[src/rtl/slot_spin_controller_pkg.sv]
// Shared types and constants for the slot machine spin controller.
package slot_pkg;

  typedef enum logic [2:0] {IDLE, SPIN, STOPPING, EVAL, SHOW} spin_state_t;

  localparam int REEL_COUNT = 3;
  localparam int SYM_W      = 4;
  localparam int CREDIT_W   = 7;
  localparam int CREDIT_MAX = 99;

  // Add in 8 bits so the clamp sees the true sum before truncation.
  function automatic logic [CREDIT_W-1:0] credit_add(input logic [CREDIT_W-1:0] c,
                                                      input logic [7:0] amt);
    logic [7:0] sum;
    sum = {1'b0, c} + amt;
    return (sum > 8'(CREDIT_MAX)) ? CREDIT_W'(CREDIT_MAX) : sum[CREDIT_W-1:0];
  endfunction

endpackage

[src/rtl/slot_spin_controller_if.sv]
// Controller <-> button/reel/display signal bundle.
interface slot_spin_if;
  import slot_pkg::*;

  logic                  start_but;
  logic [SYM_W-1:0]      reel_num0;
  logic [SYM_W-1:0]      reel_num1;
  logic [SYM_W-1:0]      reel_num2;
  logic [REEL_COUNT-1:0] reel_run;
  logic                  busy;
  logic                  win;
  logic                  blink;
  logic [CREDIT_W-1:0]   credits;
  logic                  no_credit;

  modport master (
    input  start_but, reel_num0, reel_num1, reel_num2,
    output reel_run, busy, win, blink, credits, no_credit
  );

  modport slave (
    output start_but, reel_num0, reel_num1, reel_num2,
    input  reel_run, busy, win, blink, credits, no_credit
  );
endinterface

[src/rtl/slot_spin_controller_tick_gen.sv]
// Free-running prescaler: one-cycle tick every TICK_DIV clocks.
module slot_tick_gen #(
  parameter int TICK_DIV = 50000
) (
  input  logic clk,
  input  logic rst,
  output logic tick
);
  localparam int CW = $clog2(TICK_DIV);

  logic [CW-1:0] cnt;

  assign tick = (cnt == CW'(TICK_DIV - 1));

  always_ff @(posedge clk or negedge rst) begin
    if (!rst)      cnt <= '0;
    else if (tick) cnt <= '0;
    else           cnt <= cnt + CW'(1);
  end
endmodule

[src/rtl/slot_spin_controller.sv]
// One play of the three-reel slot: spin, staggered stop, evaluate, win display.
// Optional pair payout is built when SLOT_PAIR_PAYOUT_EN is defined.
module slot_spin_controller
  import slot_pkg::*;
#(
  parameter int TICK_DIV     = 50000,
  parameter int MIN_SPIN     = 500,
  parameter int AUTO_STOP    = 3000,
  parameter int STOP_GAP     = 300,
  parameter int FLASH_TICKS  = 2000,
  parameter int BLINK_TICKS  = 250,
  parameter int CREDITS_INIT = 10,
  parameter int WIN_PAYOUT   = 20
`ifdef SLOT_PAIR_PAYOUT_EN
  , parameter int PAIR_PAYOUT = 2
`endif
) (
  input  logic            clk,
  input  logic            rst,
  slot_spin_if.master     bus
);
  localparam int T_MAX = (AUTO_STOP > FLASH_TICKS) ? AUTO_STOP : FLASH_TICKS;
  localparam int T_TOP = (T_MAX > 2*STOP_GAP + 1) ? T_MAX : 2*STOP_GAP + 1;
  localparam int TMR_W = $clog2(T_TOP + 1);
  localparam int BLK_W = $clog2(BLINK_TICKS + 1);

  // Reset asserts asynchronously but releases on a clock edge.
  logic [1:0] rst_q;
  logic       rst_n;
  always_ff @(posedge clk or negedge rst) begin
    if (!rst) rst_q <= '0;
    else      rst_q <= {rst_q[0], 1'b1};
  end
  assign rst_n = rst_q[1];

  logic tick;
  slot_tick_gen #(.TICK_DIV(TICK_DIV)) u_tick (.clk(clk), .rst(rst_n), .tick(tick));

  logic [2:0] sync_q;
  logic       press;
  always_ff @(posedge clk or negedge rst_n) begin
    if (!rst_n) sync_q <= '0;
    else        sync_q <= {sync_q[1:0], bus.start_but};
  end
  assign press = sync_q[1] & ~sync_q[2];

  spin_state_t           state_q, state_d;
  logic [TMR_W-1:0]      timer_q, timer_d;
  logic [BLK_W-1:0]      bcnt_q, bcnt_d;
  logic                  blink_q, blink_d;
  logic [REEL_COUNT-1:0] reel_q, reel_d;
  logic [CREDIT_W-1:0]   credits_q, credits_d;
  logic                  no_credit_q, no_credit_d;
  logic                  all_eq;
`ifdef SLOT_PAIR_PAYOUT_EN
  logic                  any_eq;
`endif

  assign all_eq = (bus.reel_num0 == bus.reel_num1) && (bus.reel_num1 == bus.reel_num2);
`ifdef SLOT_PAIR_PAYOUT_EN
  assign any_eq = (bus.reel_num0 == bus.reel_num1) || (bus.reel_num1 == bus.reel_num2) ||
                  (bus.reel_num0 == bus.reel_num2);
`endif

  always_ff @(posedge clk or negedge rst_n) begin
    if (!rst_n) begin
      state_q     <= IDLE;
      timer_q     <= '0;
      bcnt_q      <= '0;
      blink_q     <= 1'b1;
      reel_q      <= '0;
      credits_q   <= CREDIT_W'(CREDITS_INIT);
      no_credit_q <= 1'b0;
    end else begin
      state_q     <= state_d;
      timer_q     <= timer_d;
      bcnt_q      <= bcnt_d;
      blink_q     <= blink_d;
      reel_q      <= reel_d;
      credits_q   <= credits_d;
      no_credit_q <= no_credit_d;
    end
  end

  always_comb begin
    state_d     = state_q;
    timer_d     = tick ? timer_q + TMR_W'(1) : timer_q;
    bcnt_d      = bcnt_q;
    blink_d     = blink_q;
    reel_d      = reel_q;
    credits_d   = credits_q;
    no_credit_d = 1'b0;
    case (state_q)
      IDLE: begin
        if (press) begin
          if (credits_q != '0) begin
            state_d   = SPIN;
            timer_d   = '0;
            reel_d    = '1;
            credits_d = credits_q - CREDIT_W'(1);
          end else begin
            no_credit_d = 1'b1;
          end
        end
      end
      SPIN: begin
        if ((press && timer_q >= TMR_W'(MIN_SPIN)) ||
            (tick && timer_q == TMR_W'(AUTO_STOP - 1))) begin
          state_d   = STOPPING;
          timer_d   = '0;
          reel_d[0] = 1'b0;
        end
      end
      STOPPING: begin
        if (tick) begin
          if (timer_q == TMR_W'(STOP_GAP - 1))     reel_d[1] = 1'b0;
          if (timer_q == TMR_W'(2*STOP_GAP - 1))   reel_d[2] = 1'b0;
          if (timer_q == TMR_W'(2*STOP_GAP))       state_d   = EVAL;
        end
      end
      EVAL: begin
        state_d = IDLE;
        if (all_eq) begin
          state_d   = SHOW;
          timer_d   = '0;
          bcnt_d    = '0;
          blink_d   = 1'b0;
          credits_d = credit_add(credits_q, 8'(WIN_PAYOUT));
        end
`ifdef SLOT_PAIR_PAYOUT_EN
        else if (any_eq) begin
          credits_d = credit_add(credits_q, 8'(PAIR_PAYOUT));
        end
`endif
      end
      SHOW: begin
        // A press here only ends the display; it never starts a new spin.
        if (press || (tick && timer_q == TMR_W'(FLASH_TICKS - 1))) begin
          state_d = IDLE;
        end else if (tick) begin
          if (bcnt_q == BLK_W'(BLINK_TICKS - 1)) begin
            bcnt_d  = '0;
            blink_d = ~blink_q;
          end else begin
            bcnt_d  = bcnt_q + BLK_W'(1);
          end
        end
      end
      default: state_d = IDLE;
    endcase
  end

  assign bus.reel_run  = reel_q;
  assign bus.busy      = (state_q != IDLE);
  assign bus.win       = (state_q == SHOW);
  assign bus.blink     = (state_q != SHOW) | blink_q;
  assign bus.credits   = credits_q;
  assign bus.no_credit = no_credit_q;
endmodule

[src/flat_wrapper.sv]
// flat-port wrapper written by rule: the top's interface ports become plain ports
module slot_spin_controller_flat import slot_pkg::*;
#(
  parameter int TICK_DIV     = 50000,
  parameter int MIN_SPIN     = 500,
  parameter int AUTO_STOP    = 3000,
  parameter int STOP_GAP     = 300,
  parameter int FLASH_TICKS  = 2000,
  parameter int BLINK_TICKS  = 250,
  parameter int CREDITS_INIT = 10,
  parameter int WIN_PAYOUT   = 20

)
  (clk, rst, bus_start_but, bus_reel_num0, bus_reel_num1, bus_reel_num2, bus_reel_run, bus_busy, bus_win, bus_blink, bus_credits, bus_no_credit);
  slot_spin_if bus_i ();
  input  logic clk;
  input  logic rst;
  input wire logic [$bits(bus_i.start_but)-1:0] bus_start_but;
  input wire logic [$bits(bus_i.reel_num0)-1:0] bus_reel_num0;
  input wire logic [$bits(bus_i.reel_num1)-1:0] bus_reel_num1;
  input wire logic [$bits(bus_i.reel_num2)-1:0] bus_reel_num2;
  output wire logic [$bits(bus_i.reel_run)-1:0] bus_reel_run;
  output wire logic [$bits(bus_i.busy)-1:0] bus_busy;
  output wire logic [$bits(bus_i.win)-1:0] bus_win;
  output wire logic [$bits(bus_i.blink)-1:0] bus_blink;
  output wire logic [$bits(bus_i.credits)-1:0] bus_credits;
  output wire logic [$bits(bus_i.no_credit)-1:0] bus_no_credit;
  assign bus_i.start_but = bus_start_but;
  assign bus_i.reel_num0 = bus_reel_num0;
  assign bus_i.reel_num1 = bus_reel_num1;
  assign bus_i.reel_num2 = bus_reel_num2;
  assign bus_reel_run = bus_i.reel_run;
  assign bus_busy = bus_i.busy;
  assign bus_win = bus_i.win;
  assign bus_blink = bus_i.blink;
  assign bus_credits = bus_i.credits;
  assign bus_no_credit = bus_i.no_credit;
  slot_spin_controller #(.TICK_DIV(TICK_DIV), .MIN_SPIN(MIN_SPIN), .AUTO_STOP(AUTO_STOP), .STOP_GAP(STOP_GAP), .FLASH_TICKS(FLASH_TICKS), .BLINK_TICKS(BLINK_TICKS), .CREDITS_INIT(CREDITS_INIT), .WIN_PAYOUT(WIN_PAYOUT)) u_core (.clk(clk), .rst(rst), .bus(bus_i));
endmodule
[config.mk]
export PLATFORM = sky130hd
export DESIGN_NAME = slot_spin_controller_flat
export DESIGN_NICKNAME = d
export VERILOG_FILES = /design/src/rtl/slot_spin_controller_pkg.sv /design/src/rtl/slot_spin_controller_if.sv /design/src/rtl/slot_spin_controller_tick_gen.sv /design/src/rtl/slot_spin_controller.sv /design/src/flat_wrapper.sv
export SDC_FILE = /design/constraint.sdc
export NUM_CORES = 1
export LEC_CHECK = 0
export CORE_MARGIN = 4
export CORE_UTILIZATION = 25
export DETAILED_ROUTE_END_ITERATION = 16
export GPL_ROUTABILITY_DRIVEN = 0
export GPL_TIMING_DRIVEN = 0
export PLACE_DENSITY = 0.47
export SETUP_SLACK_MARGIN = 0.1
export SYNTH_ARGS = -nofsm -noshare
export SYNTH_HDL_FRONTEND = slang
export SYNTH_SLANG_ARGS = --single-unit
[constraint.sdc]
create_clock -name clk -period 2.2 [get_ports clk]
set_input_delay 0.44 -clock clk [delete_from_list [all_inputs] [get_ports clk]]
set_output_delay 0.44 -clock clk [all_outputs]
set_load 0.02 [all_outputs]
==> impl_metrics.env, run 1 <==
export IMPL_post_synth_inst_count=328
export IMPL_final_layout_size_suffix_gt1_frac=0.181
export IMPL_synthesis_area_um2=3170
export IMPL_routed_top_layer="met4"
export IMPL_timing_final_crit_share=0.925
export IMPL_min_delay_path_class="flop to async pin"
export IMPL_detail_route_iter0_violations=129
export IMPL_post_synth_cell_area_avg_um2=9.66
export IMPL_critPathRequiredTime_ns=1.76
export IMPL_yosys_most_used_dff="dfrtp_1"
export IMPL_post_synth_top_area_cell="dfrtp_1"
export IMPL_initial_core_util=0.260
export IMPL_register_to_register_path_setup_slack_ns=0.18
export IMPL_syn_to_final_growth_pct=26.3
export IMPL_fin_worst_skew_ns=0.00912
export IMPL_final_hold_violation_count=0
export IMPL_setup_worst_path_start_class="flop"
export IMPL_timing_critical_path_arrival_ns=1.59
export IMPL_drc=0
export IMPL_yosys_area_top_type_share=0.418
export IMPL_instances_no_fill=539
export IMPL_drtAntennaViolNets=0
export IMPL_power_density_nw_per_um2=501
export IMPL_synth_edf_count=0
export IMPL_grt_total_usage=0.105
export IMPL_synth_nets=351
export IMPL_async_flop_share=1.00
export IMPL_yosys_register_bits=56
export IMPL_synth_top_cells_by_count="dfrtp_1, nand2_1, nor2_1"
export IMPL_path_max_fanout=9
export IMPL_globalRoute_totalOverflow=0
export IMPL_cp_end_kind="output port"
export IMPL_tritoncts="yes"
export IMPL_run_status="completed"
export IMPL_count_of_antenna_diodes_in_the_layout=0
export IMPL_setup_repair_after_global_routing_missed_its_margin="true"
export IMPL_pin_count=29
export IMPL_ff2ff_path_depth=7
export IMPL_clk_insertion_delay_late_ns=0.30
export IMPL_finalSetupViolations=0
export IMPL_clk_root_buffer_cell="clkbuf_16"
export IMPL_grt_pass1_vias=2607
export IMPL_synthesis_yosys_warnings=0
export IMPL_yosysMostFrequentCell="dfrtp_1"
export IMPL_post_place_cells=525
export IMPL_die_h_um=121
export IMPL_met3_wirelength_um=399
export IMPL_max_cap_viol_count=0
export IMPL_cts_buffers=5
export IMPL_detailedPlacementHpwl_um=5250
export IMPL_wire_length_of_the_first_global_routing_pass_um=12700
export IMPL_ctsHoldBuffers=0
export IMPL_routed_wire_length_per_instance_um=13.8
export IMPL_cellLeakagePower_nw=1.62
export IMPL_via_per_inst=4.84
export IMPL_ys_seq_area_frac=0.443
export IMPL_netlist_top_cells_area="dfrtp_1, xor2_1, a21oi_1"
export IMPL_grt_max_degree=29
export IMPL_nNetsFinal=393
export IMPL_detailroute_via_count=2610
export IMPL_cts_num_sinks=56
export IMPL_max_vdd_ir_drop_v=0.000264
export IMPL_core_area_um2=12200
export IMPL_portBuffers=28
export IMPL_timing_slew_headroom=0.567
export IMPL_worst_slew_pin_slew_ns=0.649
export IMPL_routedLengthMet1_um=3620
export IMPL_clk_pin_slew_worst_paths_ns=0.07
export IMPL_yosysUniqueCellTypes=71
export IMPL_worstSetupPathType="flop to output port"
export IMPL_met2_routed_length_um=3320
export IMPL_clock_path_buffers=2
export IMPL_min_period_ns=2.03
export IMPL_cts_htree_levels=2
export IMPL_final_count_of_pins_violating_max_slew=0
export IMPL_setup_total_negative_slack_ns=0
export IMPL_firstDrtPassIters=4
export IMPL_number_of_standard_cell_rows_in_the_floorplan=40
export IMPL_design_die_area_um2=14500
export IMPL_final_fill_count=1301
export IMPL_chipWidth_um=121
export IMPL_antenna_found_initial=0
export IMPL_detail_route_wirelength_um=7410
export IMPL_fmaxAchievable_mhz=492
layout by cell type (no fill, tap or decap), types with 3 or more instances in the layout:
cell type / n
ha_1: 7
and2_1: 4
or3_1: 4
xnor2_1: 10
nand2b_1: 3
mux2i_1: 3
o21ai_0: 6
buf_6: 3
buf_4: 9
nor3_1: 8
clkdlybuf4s50_1: 25
dfstp_2: 3
nor2_1: 26
a21oi_1: 22
dfrtp_2: 4
clkbuf_16: 5
nor4_1: 3
a31oi_1: 6
nand3_1: 18
and3_1: 3
nand2_1: 26
o22ai_1: 6
inv_1: 14
dfrtp_1: 49
buf_2: 6
xor2_1: 16
nand4_1: 10
repair_timing:
item                       CTS  global route
buffers inserted             1             4
setup endpoints to repair   27            33
resized for setup           13            27
gates cloned                 0             1
pin swaps                    0             6
final timing paths:
kind	end	from
worst max-delay path	bus_blink	u_core.state_q[2]
min in group clk	u_core.rst_q[1]	u_core.rst_q[0]
worst max register to register	u_core.timer_q[8]	u_core.u_tick.cnt[0]
worst min-delay path	u_core.u_tick.cnt[9]	u_core.rst_q[1]
max in group asynchronous	u_core.state_q[0]	u_core.rst_q[1]
worst min register to register	u_core.u_tick.cnt[9]	u_core.rst_q[1]
state kept, by name, summed over array words and instances (netlist names):
register / cells
u_core.timer_q: 12
u_core.sync_q: 3
u_core.bus.no_credit: 1
u_core.state_q: 3
u_core.bcnt_q: 8
u_core.bus.credits: 7
u_core.bus.reel_run: 3
u_core.u_tick.cnt: 16
u_core.rst_q: 2
u_core.blink_q: 1
cells by family (layout without fill, tap and decap cells):
| logic type | after synthesis | after routing | synth area share |
|---|---|---|---|
| AO/OA/AOI/OAI | 67 | 67 | 0.139 |
| buffers and inverters | 26 | 69 | 0.0399 |
| AND/OR/NAND/NOR | 141 | 141 | 0.264 |
| other | 1 | 1 | 0.00118 |
| adder cells (fa/ha/maj) | 8 | 8 | 0.0316 |
| multiplexers | 3 | 3 | 0.00948 |
| XOR/XNOR | 26 | 26 | 0.0718 |
| flip-flops | 56 | 56 | 0.443 |
final cells by class:
cell class,count,area [µm²],share of cell area
multi-input combinational,246,1740,0.435
sequential,56,1410,0.352
timing repair buffer,35,335,0.0838
tap,168,210,0.0525
clock buffer,6,129,0.0322
buffer,12,91.3,0.0228
inverter,14,52.6,0.0131
clock inverter,2,35.0,0.00875
metal layers:
metal	up-vias	GRT usage
li1	1270	-
met2	64	0.171
met5	-	0
met1	1266	0.143
met4	0	0.0212
met3	10	0.0262
power by group:
| part | total, mW | internal [mW] | switching, mW |
|---|---|---|---|
| clock | 0.903 | 0.537 | 0.367 |
| combinational | 0.0544 | 0.0316 | 0.0228 |
| sequential | 1.05 | 1.03 | 0.0120 |
stage by stage:
step           setup slack, ns   util  cell area (µm²)  hold WS [ns]  power [mW]
2_1_floorplan            0.221      -             3170         0.144        1.08
3_3_place_gp            -0.258  0.300             3660         0.338        1.11
3_5_place_dp            -0.246  0.301             3680         0.332        1.12
4_1_cts                 0.0165  0.317             3880         0.300        2.03
5_1_grt                 0.0361  0.328             4000         0.296        2.10
6_report                 0.166  0.328             4000         0.297        2.00
worst max-delay path, cell delays in order, from the launching register on:
cell,delay [ns]
dfrtp_1,0.34
buf_6,0.14
or3b_1,0.36
buf_4,0.17
inv_1,0.08
nand2b_1,0.06
buf_2,0.15
Power figures use the tool's default switching activity.
==> inputs of run 2 (changes only) <==
CTS_BUF_LIST = sky130_fd_sc_hd__clkbuf_4   (was unset)
==> impl_metrics.env, run 2 (same netlist as run 1, synthesis figures left out) <==
export IMPL_run_status="completed"
export IMPL_timing_slew_headroom=0.567
export IMPL_detailedPlacementHpwl_um=5250
export IMPL_final_count_of_pins_violating_max_slew=0
export IMPL_tritoncts="yes"
export IMPL_critical_path_startpoint="u_core.bus.credits[6]"
export IMPL_final_layout_size_suffix_gt1_frac=0.202
export IMPL_regToRegStartpoint="u_core.bus.credits[2]"
export IMPL_clk_root_buffer_cell="clkbuf_4"
export IMPL_path_cells="clkdlybuf4s50_1"
export IMPL_setup_worst_path_start_class="flop"
export IMPL_clk_insertion_delay_late_ns=0.40
export IMPL_crit_path_top_delay_cell="clkdlybuf4s50_1"
export IMPL_post_place_cells=525
export IMPL_firstDrtPassIters=4
export IMPL_cpLargestDelayFamily="buffers and inverters"
export IMPL_most_common_layout_cells="dfrtp_1, nand2_1, nor2_1"
export IMPL_portBuffers=28
export IMPL_antenna_found_initial=0
export IMPL_grt_total_usage=0.106
export IMPL_globalRoute_totalOverflow=0
export IMPL_groute_layer_met3_usage=0.0248
export IMPL_gr_usage_met2=0.175
export IMPL_cts_htree_levels=2
export IMPL_wire_length_of_the_first_global_routing_pass_um=12700
export IMPL_grt_pass1_vias=2615
export IMPL_number_of_standard_cell_rows_in_the_floorplan=40
export IMPL_setup_total_negative_slack_ns=0
export IMPL_final_hold_violation_count=0
export IMPL_routed_wire_length_per_instance_um=13.7
export IMPL_grt_max_degree=29
export IMPL_drtAntennaViolNets=0
export IMPL_global_route_peak_usage_layer="met2"
export IMPL_max_cap_viol_count=0
export IMPL_nNetsFinal=398
export IMPL_design_die_area_um2=14500
export IMPL_cts_num_sinks=56
export IMPL_chipWidth_um=121
export IMPL_worstSetupPathType="flop to output port"
export IMPL_count_of_antenna_diodes_in_the_layout=0
export IMPL_detail_route_wirelength_um=7430
export IMPL_min_period_ns=2.07
export IMPL_worst_slew_pin_slew_ns=0.650
export IMPL_clock_path_buffers=2
export IMPL_gr_usage_met1=0.141
export IMPL_core_area_um2=12200
export IMPL_critical_path_buf_inv_count=1
export IMPL_instances_no_fill=544
export IMPL_detailroute_via_count=2630
export IMPL_max_vdd_ir_drop_v=0.000206
export IMPL_cellLeakagePower_nw=1.63
export IMPL_timing_final_crit_share=0.942
export IMPL_initial_core_util=0.260
export IMPL_path_max_fanout=9
export IMPL_cts_buffers=5
export IMPL_fin_worst_skew_ns=0.0192
export IMPL_syn_to_final_growth_pct=25.4
export IMPL_clk_pin_slew_worst_paths_ns=0.17
export IMPL_drc=0
export IMPL_finalSetupViolations=0
export IMPL_cp_end_kind="output port"
export IMPL_die_h_um=121
export IMPL_largest_register_ffs=16
export IMPL_critical_path_max_stage_delay_ns=0.67
export IMPL_fmaxAchievable_mhz=483
export IMPL_critPathRequiredTime_ns=1.76
export IMPL_power_density_nw_per_um2=423
export IMPL_pin_count=29
export IMPL_setup_repair_after_global_routing_missed_its_margin="true"
export IMPL_largest_register="u_core.u_tick.cnt"
export IMPL_detail_route_iter0_violations=160
export IMPL_timing_critical_path_arrival_ns=1.63
export IMPL_via_per_inst=4.83
export IMPL_min_delay_path_class="input pin to async pin"
export IMPL_reg_top3="u_core.u_tick.cnt (16), u_core.timer_q (12), u_core.bcnt_q (8)"
export IMPL_final_common_cell="dfrtp_1"
run 2: worst paths after layout:
path / to / slack (ns) / cells past startpoint
max: bus_credits[6] / 0.13 / 1
min: u_core.rst_q[1] / 0.19 / 1
max reg2reg: u_core.timer_q[7] / 0.19 / 7
min reg2reg: u_core.u_tick.cnt[11] / 0.30 / 0
max in group asynchronous: u_core.state_q[0] / 1.31 / 1
min in group clk: u_core.rst_q[1] / 0.37 / 0
run 2: where the power goes:
group	switching, mW	internal [mW]	total [mW]
Clock	0.331	0.251	0.582
Combinational	0.0216	0.0310	0.0526
Sequential	0.0120	1.03	1.05
run 2: timing repair:
item / CTS / global route
resized for setup: 20 / 26
cloned: 0 / 0
hold buffers: 0 / 0
buffers inserted: 4 / 7
pin swaps: 0 / 4
setup endpoints to repair: 28 / 35
run 2: area by class of cell:
type                    instances  area [µm²]
plain buffers                  12        93.8
flip-flops and latches         56        1410
clock inverters                 2        35.0
clock buffers                   6        45.0
inverters                      14        57.6
repair buffers                 40         380
well taps                     168         210
multi-input cells             246        1740
fillers                      1314        8240
run 2: per-stage QoR:
stage	total power, mW	hold slack (ns)	cell area [µm²]	setup WS, ns	utilization
final	1.68	0.194	3980	0.128	0.326
after global routing	1.77	0.157	3980	0.0395	0.326
after CTS	1.71	0.172	3830	0.0261	0.314
after detailed placement	1.12	0.332	3680	-0.246	0.301
after global placement	1.11	0.338	3660	-0.258	0.300
after floorplan	1.08	0.144	3170	0.221	-
run 2: metal layers:
metal / part of all wire / wire, µm
met1: 0.49 / 3620
met2: 0.45 / 3340
met3: 0.053 / 390
met4: 0.0097 / 72
met5: 0 / 0
